[src/rtl/adc_pkg.sv]
// Shared constants and state encoding for the ADC SPI responder and the adc master.
package adc_pkg;

    localparam int         ADDR_W          = 3;
    localparam logic [4:0] FRAME_BITS      = 5'd16;
    localparam logic [4:0] LEAD_ZEROS      = 5'd4;
    localparam logic [4:0] ADDR_FIRST_RISE = 5'd3;
    localparam logic [4:0] ADDR_LAST_RISE  = ADDR_FIRST_RISE + 5'(ADDR_W) - 5'd1;

    typedef enum logic [1:0] {
        IDLE  = 2'd0,
        SHIFT = 2'd1,
        DONE  = 2'd2
    } adc_state_e;

    // True for the sclk rises (1-based) that carry address bits.
    function automatic logic in_addr_window(input logic [4:0] rise_n);
        return (rise_n >= ADDR_FIRST_RISE) && (rise_n <= ADDR_LAST_RISE);
    endfunction

endpackage

[src/rtl/sync_edge_det.sv]
// Multi-flop synchronizer for an idle-high bus line plus one extra flop for edge detection.
module sync_edge_det #(
    parameter int STAGES = 2
) (
    input  logic clk,
    input  logic rst,
    input  logic d,
    output logic q,
    output logic rise,
    output logic fall
);

    logic [STAGES-1:0] sync_q;
    logic [STAGES-1:0] sync_d;
    logic              prev_q;
    logic              prev_d;

    // Next values: shift the raw line in, remember the previous synchronized level.
    always_comb begin
        sync_d = {sync_q[STAGES-2:0], d};
        prev_d = sync_q[STAGES-1];
    end

    // Chain resets to the idle-high level so no edge is seen coming out of reset on an idle bus.
    always_ff @(posedge clk) begin
        if (rst) begin
            sync_q <= '1;
            prev_q <= 1'b1;
        end else begin
            sync_q <= sync_d;
            prev_q <= prev_d;
        end
    end

    assign q    = sync_q[STAGES-1];
    assign rise = sync_q[STAGES-1] & ~prev_q;
    assign fall = ~sync_q[STAGES-1] & prev_q;

endmodule

[src/rtl/adc_spi_responder.sv]
// ADC128S022-style responder: decodes the channel address from the master and
// shifts out the sample of the channel addressed in the previous frame.
module adc_spi_responder
    import adc_pkg::*;
#(
    parameter int NCH         = 8,
    parameter int DW          = 12,
    parameter int SYNC_STAGES = 2
) (
    input  logic              clk_50mhz,
    input  logic              rst,
    input  logic              adc_cs_n,
    input  logic              adc_sclk,
    input  logic              adc_din,
    output logic              adc_dout,
    input  logic [NCH*DW-1:0] chan_data,
    output logic [2:0]        conv_ch,
    output logic [2:0]        next_ch,
    output logic              frame_done,
    output logic              frame_abort
);

    localparam int                WARM_W    = $clog2(SYNC_STAGES + 2);
    localparam logic [WARM_W-1:0] WARM_LAST = WARM_W'(SYNC_STAGES + 1);

    logic cs_lvl, cs_rise, cs_fall;
    logic sclk_lvl, sclk_rise, sclk_fall;
    logic [SYNC_STAGES-1:0] din_sync_q, din_sync_d;

    adc_state_e        state_q, state_d;
    logic [4:0]        rise_cnt_q, rise_cnt_d;
    logic [4:0]        fall_cnt_q, fall_cnt_d;
    logic [DW-1:0]     shreg_q, shreg_d;
    logic [ADDR_W-1:0] addr_q, addr_d;
    logic              dout_q, dout_d;
    logic [2:0]        conv_ch_q, conv_ch_d;
    logic [2:0]        next_ch_q, next_ch_d;
    logic              done_q, done_d;
    logic              abort_q, abort_d;
    logic [WARM_W-1:0] warm_cnt_q, warm_cnt_d;
    logic              armed_q, armed_d;
    logic              warm_done_s;
    logic [DW-1:0]     sel_data_s;
    logic [ADDR_W-1:0] addr_next_s;

    sync_edge_det #(.STAGES(SYNC_STAGES)) u_cs_sync (
        .clk(clk_50mhz), .rst(rst), .d(adc_cs_n),
        .q(cs_lvl), .rise(cs_rise), .fall(cs_fall)
    );

    sync_edge_det #(.STAGES(SYNC_STAGES)) u_sclk_sync (
        .clk(clk_50mhz), .rst(rst), .d(adc_sclk),
        .q(sclk_lvl), .rise(sclk_rise), .fall(sclk_fall)
    );

    assign warm_done_s = (warm_cnt_q == WARM_LAST);
    assign sel_data_s  = chan_data[32'(next_ch_q) * DW +: DW];
    assign addr_next_s = {addr_q[ADDR_W-2:0], din_sync_q[SYNC_STAGES-1]};

    // Frame sequencing. After reset the responder only arms once it has seen an
    // idle bus through freshly filled synchronizers, so a reset in the middle of a
    // frame cannot restart on the stale chip-select fall it would otherwise detect.
    always_comb begin
        din_sync_d = {din_sync_q[SYNC_STAGES-2:0], adc_din};
        warm_cnt_d = warm_done_s ? warm_cnt_q : warm_cnt_q + 1'b1;
        armed_d    = armed_q | (warm_done_s & cs_lvl & sclk_lvl & ~cs_rise & ~sclk_rise);
        state_d    = state_q;
        rise_cnt_d = rise_cnt_q;
        fall_cnt_d = fall_cnt_q;
        shreg_d    = shreg_q;
        addr_d     = addr_q;
        dout_d     = dout_q;
        conv_ch_d  = conv_ch_q;
        next_ch_d  = next_ch_q;
        done_d     = 1'b0;
        abort_d    = 1'b0;
        case (state_q)
            IDLE: begin
                dout_d = 1'b0;
                if (armed_q && cs_fall) begin
                    conv_ch_d  = next_ch_q;
                    shreg_d    = sel_data_s;
                    rise_cnt_d = 5'd0;
                    fall_cnt_d = 5'd0;
                    addr_d     = '0;
                    state_d    = SHIFT;
                end else begin
                    state_d = IDLE;
                end
            end
            SHIFT: begin
                if (cs_rise) begin
                    abort_d    = 1'b1;
                    rise_cnt_d = 5'd0;
                    fall_cnt_d = 5'd0;
                    dout_d     = 1'b0;
                    state_d    = IDLE;
                end else if (sclk_rise) begin
                    rise_cnt_d = rise_cnt_q + 5'd1;
                    if (in_addr_window(rise_cnt_d)) begin
                        addr_d = addr_next_s;
                    end else begin
                        addr_d = addr_q;
                    end
                    if (rise_cnt_d == ADDR_LAST_RISE) begin
                        next_ch_d = 3'(addr_next_s);
                    end else begin
                        next_ch_d = next_ch_q;
                    end
                    if (rise_cnt_d == FRAME_BITS) begin
                        done_d  = 1'b1;
                        state_d = DONE;
                    end else begin
                        state_d = SHIFT;
                    end
                end else if (sclk_fall) begin
                    fall_cnt_d = fall_cnt_q + 5'd1;
                    if (fall_cnt_d < LEAD_ZEROS) begin
                        dout_d = 1'b0;
                    end else if (fall_cnt_d < FRAME_BITS) begin
                        dout_d  = shreg_q[DW-1];
                        shreg_d = {shreg_q[DW-2:0], 1'b0};
                    end else begin
                        dout_d = dout_q;
                    end
                end else begin
                    state_d = SHIFT;
                end
            end
            DONE: begin
                if (cs_rise) begin
                    rise_cnt_d = 5'd0;
                    fall_cnt_d = 5'd0;
                    dout_d     = 1'b0;
                    state_d    = IDLE;
                end else begin
                    state_d = DONE;
                end
            end
            default: begin
                dout_d  = 1'b0;
                state_d = IDLE;
            end
        endcase
    end

    // All responder state, with synchronous reset to the idle values.
    always_ff @(posedge clk_50mhz) begin
        if (rst) begin
            din_sync_q <= '1;
            warm_cnt_q <= '0;
            armed_q    <= 1'b0;
            state_q    <= IDLE;
            rise_cnt_q <= 5'd0;
            fall_cnt_q <= 5'd0;
            shreg_q    <= '0;
            addr_q     <= '0;
            dout_q     <= 1'b0;
            conv_ch_q  <= 3'd0;
            next_ch_q  <= 3'd0;
            done_q     <= 1'b0;
            abort_q    <= 1'b0;
        end else begin
            din_sync_q <= din_sync_d;
            warm_cnt_q <= warm_cnt_d;
            armed_q    <= armed_d;
            state_q    <= state_d;
            rise_cnt_q <= rise_cnt_d;
            fall_cnt_q <= fall_cnt_d;
            shreg_q    <= shreg_d;
            addr_q     <= addr_d;
            dout_q     <= dout_d;
            conv_ch_q  <= conv_ch_d;
            next_ch_q  <= next_ch_d;
            done_q     <= done_d;
            abort_q    <= abort_d;
        end
    end

    assign adc_dout    = dout_q;
    assign conv_ch     = conv_ch_q;
    assign next_ch     = next_ch_q;
    assign frame_done  = done_q;
    assign frame_abort = abort_q;

endmodule

[config.mk]
export PLATFORM = sky130hd
export DESIGN_NAME = adc_spi_responder
export DESIGN_NICKNAME = d
export VERILOG_FILES = /design/src/rtl/adc_pkg.sv /design/src/rtl/sync_edge_det.sv /design/src/rtl/adc_spi_responder.sv
export SDC_FILE = /design/constraint.sdc
export NUM_CORES = 1
export LEC_CHECK = 0
export CORE_MARGIN = 3
export CORE_UTILIZATION = 50
export CTS_BUF_LIST = sky130_fd_sc_hd__clkbuf_8
export CTS_CLUSTER_SIZE = 10
export DETAILED_ROUTE_END_ITERATION = 8
export GPL_TIMING_DRIVEN = 0
export PLACE_DENSITY = 0.87
export SYNTH_ARGS = -nofsm -noshare
export SYNTH_HDL_FRONTEND = slang
export SYNTH_SLANG_ARGS = --single-unit
[constraint.sdc]
create_clock -name clk_50mhz -period 3.05 [get_ports clk_50mhz]
set_input_delay 0.61 -clock clk_50mhz [delete_from_list [all_inputs] [get_ports clk_50mhz]]
set_output_delay 0.61 -clock clk_50mhz [all_outputs]
set_load 0.01 [all_outputs]
==> results of run 1 <==
==> kinds of logic after synthesis <==
kind of cell / synth area share (%)
adders and majority gates: 2.03
and+or+nand+nor: 18.2
muxes: 22.5
AOI/OAI and AO/OA: 17.8
buffers and inverters: 8.13
xor gates and xnor gates: 1.42
DFF: 29.9
==> cell usage in the layout (no fill, tap or decap), types with 3 or more instances in the layout <==
cell type | netlist | routed
a211oi_1 | 10 | 10
a211oi_2 | 4 | 4
a21oi_1 | 12 | 12
a31o_1 | 10 | 10
a31o_2 | 3 | 3
buf_6 | 3 | 3
clkbuf_1 | 7 | 7
clkbuf_8 | 8 | 14
clkdlybuf4s50_1 | 0 | 108
dfxtp_1 | 46 | 46
ha_1 | 5 | 5
inv_1 | 7 | 7
mux2i_1 | 10 | 10
mux4_1 | 14 | 14
mux4_2 | 10 | 10
nand2_1 | 7 | 7
nand2b_1 | 5 | 5
nand3_1 | 5 | 5
nand3b_1 | 3 | 3
nor2_1 | 21 | 21
nor2b_1 | 11 | 11
nor2b_4 | 4 | 4
nor3_1 | 4 | 4
nor4_1 | 10 | 10
o21ai_0 | 18 | 18
or2_2 | 8 | 8
or3_1 | 3 | 3
xor2_1 | 4 | 4
==> synth_stat cells, drive strengths merged <==
cell type,number,area [sq um]
a2111oi,2,17.5
a211oi,14,125
a21boi,1,7.51
a21o,1,8.76
a21oi,14,77.6
a22oi,2,15.0
a311oi,1,8.76
a31o,13,114
a31oi,3,25.0
a32o,2,20.0
a41o,1,10.0
and2,2,12.5
and2b,1,8.76
and3,2,12.5
and4,2,17.5
buf,7,71.3
clkbuf,16,144
dfxtp,46,921
dlygate4sd1,1,8.76
ha,5,62.6
inv,7,26.3
mux2i,10,100
mux4,24,593
nand2,7,26.3
nand2b,5,31.3
nand3,5,25.0
nand3b,3,22.5
nand4,2,12.5
nand4bb,1,11.3
nor2,21,78.8
nor2b,15,124
nor3,4,20.0
nor4,10,62.6
o211ai,2,20.0
o21a,1,7.51
o21ai,18,90.1
or2,8,50.1
or2b,1,8.76
or3,3,18.8
or3b,1,8.76
or4,1,7.51
xnor2,1,8.76
xor2,4,35.0
==> routing by layer <==
metal | share of wire [%] | vias up | global-route usage [%]
li1 | - | 1357 | -
met1 | 41 | 1327 | 29.9
met2 | 52 | 84 | 43.5
met3 | 4.7 | 18 | 5.00
met4 | 2.3 | 0 | 8.78
met5 | 0 | - | 0
==> power by group through the flow <==
stage | Clock [mW] | Combinational, mW | Sequential [mW]
after detailed placement | 0 | 0.232 | 0.636
after CTS | 0.369 | 0.232 | 0.622
after global placement | 0 | 0.223 | 0.634
after global routing | 0.397 | 0.250 | 0.623
after floorplan | 0 | 0.0851 | 0.634
final | 0.366 | 0.232 | 0.622
==> final cells by class <==
| cell class | count | area, sq um | area share [%] |
|---|---|---|---|
| Tap cell | 72 | 90.1 | 2.08 |
| Buffer | 24 | 224 | 5.17 |
| Sequential cell | 46 | 921 | 21.3 |
| Multi-Input combinational cell | 213 | 1910 | 44.0 |
| Inverter | 7 | 26.3 | 0.607 |
| Timing Repair Buffer | 108 | 1080 | 25.0 |
| Clock buffer | 6 | 82.6 | 1.91 |
==> critical path, stage by stage (launching register included) <==
cell	delay, ps
dfxtp_1	360
ha_1	300
a31o_2	290
a21oi_2	150
a31oi_2	120
or2b_2	340
buf_6	160
a31o_1	220
==> how the worst min path moves through the flow <==
stage                                      to  cells after the start
3_3_place_gp   u_cs_sync.sync_q[1]$_SDFF_PP1_                      1
6_report       u_cs_sync.sync_q[1]$_SDFF_PP1_                      1
5_1_grt        u_cs_sync.sync_q[1]$_SDFF_PP1_                      1
3_5_place_dp         din_sync_q[1]$_SDFF_PP1_                      1
4_1_cts              din_sync_q[1]$_SDFF_PP1_                      1
2_1_floorplan        din_sync_q[1]$_SDFF_PP1_                      1
==> registers in the layout, indices dropped and copies added (netlist names) <==
name,flops
conv_ch,3
shreg_q,12
u_cs_sync.sync_q,2
state_q,2
adc_dout,1
u_cs_sync.prev_q,1
warm_cnt_q,2
u_sclk_sync.prev_q,1
fall_cnt_q,5
armed_q,1
u_sclk_sync.sync_q,2
frame_done,1
next_ch,3
frame_abort,1
rise_cnt_q,5
addr_q,2
din_sync_q,2
==> through the flow <==
stage | instance area, sq um | util [%]
after global placement | 4250 | 74.0
final | 4330 | 75.4
after detailed placement | 4250 | 74.0
after global routing | 4330 | 75.4
after floorplan | 3080 | -
after CTS | 4330 | 75.4
==> results.py, run 1 <==
metrics = {
    "layout": {
        "n_antenna_cell": 0,
        "nets": 511,
        "fill_cells": 408,
        "drive_gt1_share_pct": 14.4,
        "final_cells": 476,
        "syn_to_final_growth_pct": 40.7,
    },
    "setup_path": {
        "reg2reg_to": "shreg_q[4]$_SDFFE_PP0P_",
        "end_kind": "flop",
        "timing.rr.start": "fall_cnt_q[0]$_SDFFE_PP0P_",
        "worstPathArrival_ps": 2240,
        "cp_max_fo": 10,
        "reg2reg_depth": 7,
        "crit_end": "shreg_q[4]$_SDFFE_PP0P_",
        "start_kind": "flop",
        "ff2ff_setup_slack_ps": 1000,
        "setup.worst_path.start": "fall_cnt_q[0]$_SDFFE_PP0P_",
        "critPathKind": "flop to flop",
        "cp.required_ps": 3240,
    },
    "min_path": {
        "min-delay-start": "u_cs_sync.sync_q[0]$_SDFF_PP1_",
        "hold_class": "flop to flop",
    },
    "power_and_ir_drop": {
        "vdd_ir_drop_max_uv": 300,
        "power.density_nw_per_um2": 282,
        "combPwrFrac_pct": 19.1,
        "seqPwrFrac_pct": 51.0,
        "switching_share_pct": 21.9,
        "power_frac_clock_pct": 30.0,
        "finalPower_mw": 1.22,
        "p_leak_nw": 1.58,
        "p_sw_mw": 0.267,
        "p_int_mw": 0.953,
    },
    "clocking": {
        "clock_latency_ps": 300,
        "cts_tree": "built",
        "post_cts_buffers": 0,
        "cts_sinks": 46,
        "cts_hold_buf": 0,
        "htreeDepth": 2,
        "cts_buffers": 5,
        "clk_pin_slew_ps": 80,
        "cts_resized": 0,
        "root_buffer": "clkbuf_8",
        "cts_buffer_depth": 2,
    },
    "sta": {
        "slew_violations": 0,
        "rsz0062_at_grt": "false",
        "relSlewSlack_pct": 62.5,
        "hold_viol_final": 0,
        "clock.fmax_ghz": 0.489,
        "fin_crit_sh_pct": 67.1,
        "whs_ps": 420,
        "fin_tns_setup_ps": 0,
        "final.setup.worst_slack_ps": 1000,
        "clock_skew_ps": 4.14,
        "setup_viol": 0,
        "fin_crit_ps": 2050,
        "worstMarginPinSlew_ps": 557,
    },
    "placed_design": {
        "dp.cells": 470,
        "dp_hpwl_um": 7060,
        "gp_congestion": 0.855,
        "dp_slack_ps": 703,
        "port_buffers": 108,
    },
    "detailed_routing": {
        "route.antenna.remaining_nets": 0,
        "vias": 2786,
        "dr.pass1.iters": 4,
        "vias_per_cell": 5.85,
        "route.detailed.drc": 0,
        "drt-initial-drc-count": 290,
        "drt-total-wl_um": 8690,
        "wl_per_cell_um": 18.3,
    },
    "yosys": {
        "syn_area_per_cell_sq_um": 10.6,
        "yosysSeqAreaShare_pct": 29.9,
        "synth_cell_types": 55,
        "syn_area_sq_um": 3080,
        "syn_inst": 290,
        "ys_ff_latch": 46,
        "syn-num-nets": 396,
        "yosysWarningCount": 0,
    },
    "global_routing": {
        "grt_max_degree": 13,
        "antenna_found_initial": 0,
        "grt_pass1_wl_um": 14100,
        "grt_util_all_layers_pct": 24.7,
        "gr-total-overflow": 0,
        "first_global_vias": 2917,
    },
    "status": {
        "status": "completed",
    },
    "floorplanning": {
        "die_w_um": 84.4,
        "core-area_sq_um": 5740,
        "start_util_pct": 53.6,
        "row_count": 27,
        "ios": 110,
        "die_h_um": 84.4,
        "die-area_sq_um": 7130,
    },
    "flow_run": {
        "max_cap_violations": 0,
    },
}
Power figures use the tool's default switching activity.
==> inputs of run 2 (changes only) <==
--- a/config.mk
+++ b/config.mk
@@ -6,12 +6,12 @@
 export NUM_CORES = 1
 export LEC_CHECK = 0
 export CORE_MARGIN = 3
-export CORE_UTILIZATION = 50
+export CORE_UTILIZATION = 47
 export CTS_BUF_LIST = sky130_fd_sc_hd__clkbuf_8
 export CTS_CLUSTER_SIZE = 10
 export DETAILED_ROUTE_END_ITERATION = 8
 export GPL_TIMING_DRIVEN = 0
-export PLACE_DENSITY = 0.87
+export PLACE_DENSITY = 0.82
 export SYNTH_ARGS = -nofsm -noshare
 export SYNTH_HDL_FRONTEND = slang
 export SYNTH_SLANG_ARGS = --single-unit
==> constraint.sdc (replaced) <==
create_clock -name clk_50mhz -period 2.14 [get_ports clk_50mhz]
set_input_delay 0.428 -clock clk_50mhz [delete_from_list [all_inputs] [get_ports clk_50mhz]]
set_output_delay 0.428 -clock clk_50mhz [all_outputs]
set_load 0.01 [all_outputs]
==> run 2 against run 1 <==
Compared with the run above: final cell count grew 1.1%; critical path depth shrank 1; clock skew grew 2.5 ps; clock-buffer cell count is the same; total power grew 65%; sequential share of layout area shrank 0.29 points; die area grew 5.9%; register-to-register slack lost 870 ps; global-route usage shrank 2.3 points; clock power grew 120%; sequential cell count is the same; critical path type unchanged.
==> results.py, run 2 (synthesized netlist as in run 1, its figures left out) <==
metrics = {
    "flow_run": {
        "max_cap_violations": 0,
    },
    "layout": {
        "nets": 511,
        "reg_top3": "shreg_q x12, fall_cnt_q x5, rise_cnt_q x5",
        "fill_cells": 447,
        "drive_gt1_share_pct": 15.8,
        "top_register": "shreg_q",
        "n_antenna_cell": 0,
        "final_common_cell": "clkdlybuf4s50_1",
        "fin_area_sq_um": 4400,
        "syn_to_final_growth_pct": 43.1,
        "largest_reg_flops": 12,
        "final_cell_mix": "clkdlybuf4s50_1 (108), dfxtp_1 (44), nor2_1 (21), o21ai_0 (18)",
    },
    "setup_path": {
        "cp.required_ps": 2340,
        "reg2reg_depth": 6,
        "crit_chain": "buf_6 > buf_12 > mux4_1 > a211oi_1 > nor4_1 > a31o_1",
        "start_kind": "flop",
        "cp_max_fo": 10,
        "end_kind": "flop",
        "critPathKind": "flop to flop",
        "worstPathArrival_ps": 2210,
        "max_stage_delay_ps": 610,
        "critPathSlowestCell": "mux4_1",
    },
    "floorplanning": {
        "die-area_sq_um": 7550,
        "core-area_sq_um": 6130,
        "start_util_pct": 50.2,
        "die_w_um": 86.9,
        "ios": 110,
        "row_count": 28,
        "die_h_um": 86.9,
    },
    "global_routing": {
        "grt_util_all_layers_pct": 22.4,
        "first_global_vias": 2696,
        "gr-total-overflow": 0,
        "grt_max_degree": 15,
        "grt_pass1_wl_um": 13400,
        "antenna_found_initial": 0,
    },
    "clocking": {
        "root_buffer": "clkbuf_8",
        "clock_latency_ps": 290,
        "htreeDepth": 2,
        "cts_tree": "built",
        "post_cts_buffers": 0,
        "cts_buffers": 5,
        "cts_sinks": 46,
        "cts_hold_buf": 0,
        "cts_buffer_depth": 2,
        "clk_pin_slew_ps": 90,
    },
    "sta": {
        "relSlewSlack_pct": 56.9,
        "hold_viol_final": 0,
        "fin_crit_sh_pct": 94.0,
        "rsz0062_at_grt": "false",
        "slew_violations": 0,
        "clock.fmax_ghz": 0.497,
        "fin_crit_ps": 2010,
        "clock_skew_ps": 6.63,
        "worstMarginPinSlew_ps": 640,
        "setup_viol": 0,
        "final.setup.worst_slack_ps": 129,
    },
    "detailed_routing": {
        "drt-total-wl_um": 8610,
        "drt-initial-drc-count": 212,
        "dr.pass1.iters": 4,
        "vias_per_cell": 5.81,
        "route.detailed.drc": 0,
        "route.antenna.remaining_nets": 0,
        "wl_per_cell_um": 17.9,
        "vias": 2793,
    },
    "min_path": {
        "hold_depth": 1,
        "hold_class": "flop to flop",
    },
    "placed_design": {
        "place_area_sq_um": 4250,
        "gp_congestion": 0.859,
        "dp_hpwl_um": 6860,
        "dp_slack_ps": -32.0,
        "port_buffers": 108,
    },
    "power_and_ir_drop": {
        "vdd_ir_drop_max_uv": 559,
        "p_leak_nw": 1.60,
        "power.density_nw_per_um2": 456,
    },
    "status": {
        "status": "completed",
    },
}
## run 2: cell count changes in the layout (fill, tap and decap cells not counted)
cell / change
dfxtp_1: -2
dfxtp_2: +2
ha_1: -2
ha_2: +2
bufinv_16: +2
## run 2: path summary, 6_finish.rpt
kind | startpoint | endpoint | slack [ps]
min reg2reg | u_cs_sync.sync_q[0]$_SDFF_PP1_ | u_cs_sync.sync_q[1]$_SDFF_PP1_ | 420
max reg2reg | next_ch[0]$_SDFFE_PP0P_ | shreg_q[1]$_SDFFE_PP0P_ | 130
max | next_ch[0]$_SDFFE_PP0P_ | shreg_q[1]$_SDFFE_PP0P_ | 130
min | u_cs_sync.sync_q[0]$_SDFF_PP1_ | u_cs_sync.sync_q[1]$_SDFF_PP1_ | 420
## run 2: metrics by stage
| stage | TNS [ps] | std cells | hold WS [ps] | utilization (%) | power, mW |
|---|---|---|---|---|---|
| finish | 0 | 481 | 417 | 71.8 | 2.01 |
| global route | 0 | 481 | 441 | 71.8 | 2.08 |
| CTS | 0 | 481 | 418 | 71.7 | 2.01 |
| detailed placement | -32.0 | 473 | 395 | 69.3 | 1.23 |
| global placement | -28.0 | 473 | 392 | 69.3 | 1.22 |
| floorplan | 0 | 290 | 389 | - | 1.02 |
## run 2: power breakdown
part	internal, mW	switching, mW	leakage, nW
combinational	0.234	0.0956	1.16
clock	0.498	0.295	0.0714
sequential	0.875	0.0102	0.374
total	1.61	0.401	1.60
## run 2: final cells by class
cell class,instances,area [sq um],share of cell area [%]
Multi-Input combinational cell,213,1910,43.4
Sequential cell,46,923,21.0
Clock buffer,6,82.6,1.88
Timing Repair Buffer,108,1080,24.6
Clock inverter,2,60.1,1.36
Inverter,7,26.3,0.597
Buffer,24,224,5.09
Tap cell,75,93.8,2.13
## run 2: per-layer routing
metal	share of wire (%)	up-vias	global-route usage, %
met3	5.4	8	3.50
met5	0	-	0
met2	51	91	36.2
met1	43	1346	32.2
li1	-	1348	-
met4	0.94	0	3.68
## run 2: critical path, delay by kind of cell (launching register included)
| kind | cells | cell delay (ps) |
|---|---|---|
| AOI/OAI and AO/OA | 2 | 520 |
| buffers and inverters | 2 | 320 |
| DFF | 1 | 380 |
| muxes | 1 | 610 |
| and+or+nand+nor | 1 | 90 |
## run 2: repair_timing
action                     in CTS  in global routing
setup endpoints to repair       0                 13
resized for setup               0                  4
hold endpoints to repair        0                  0
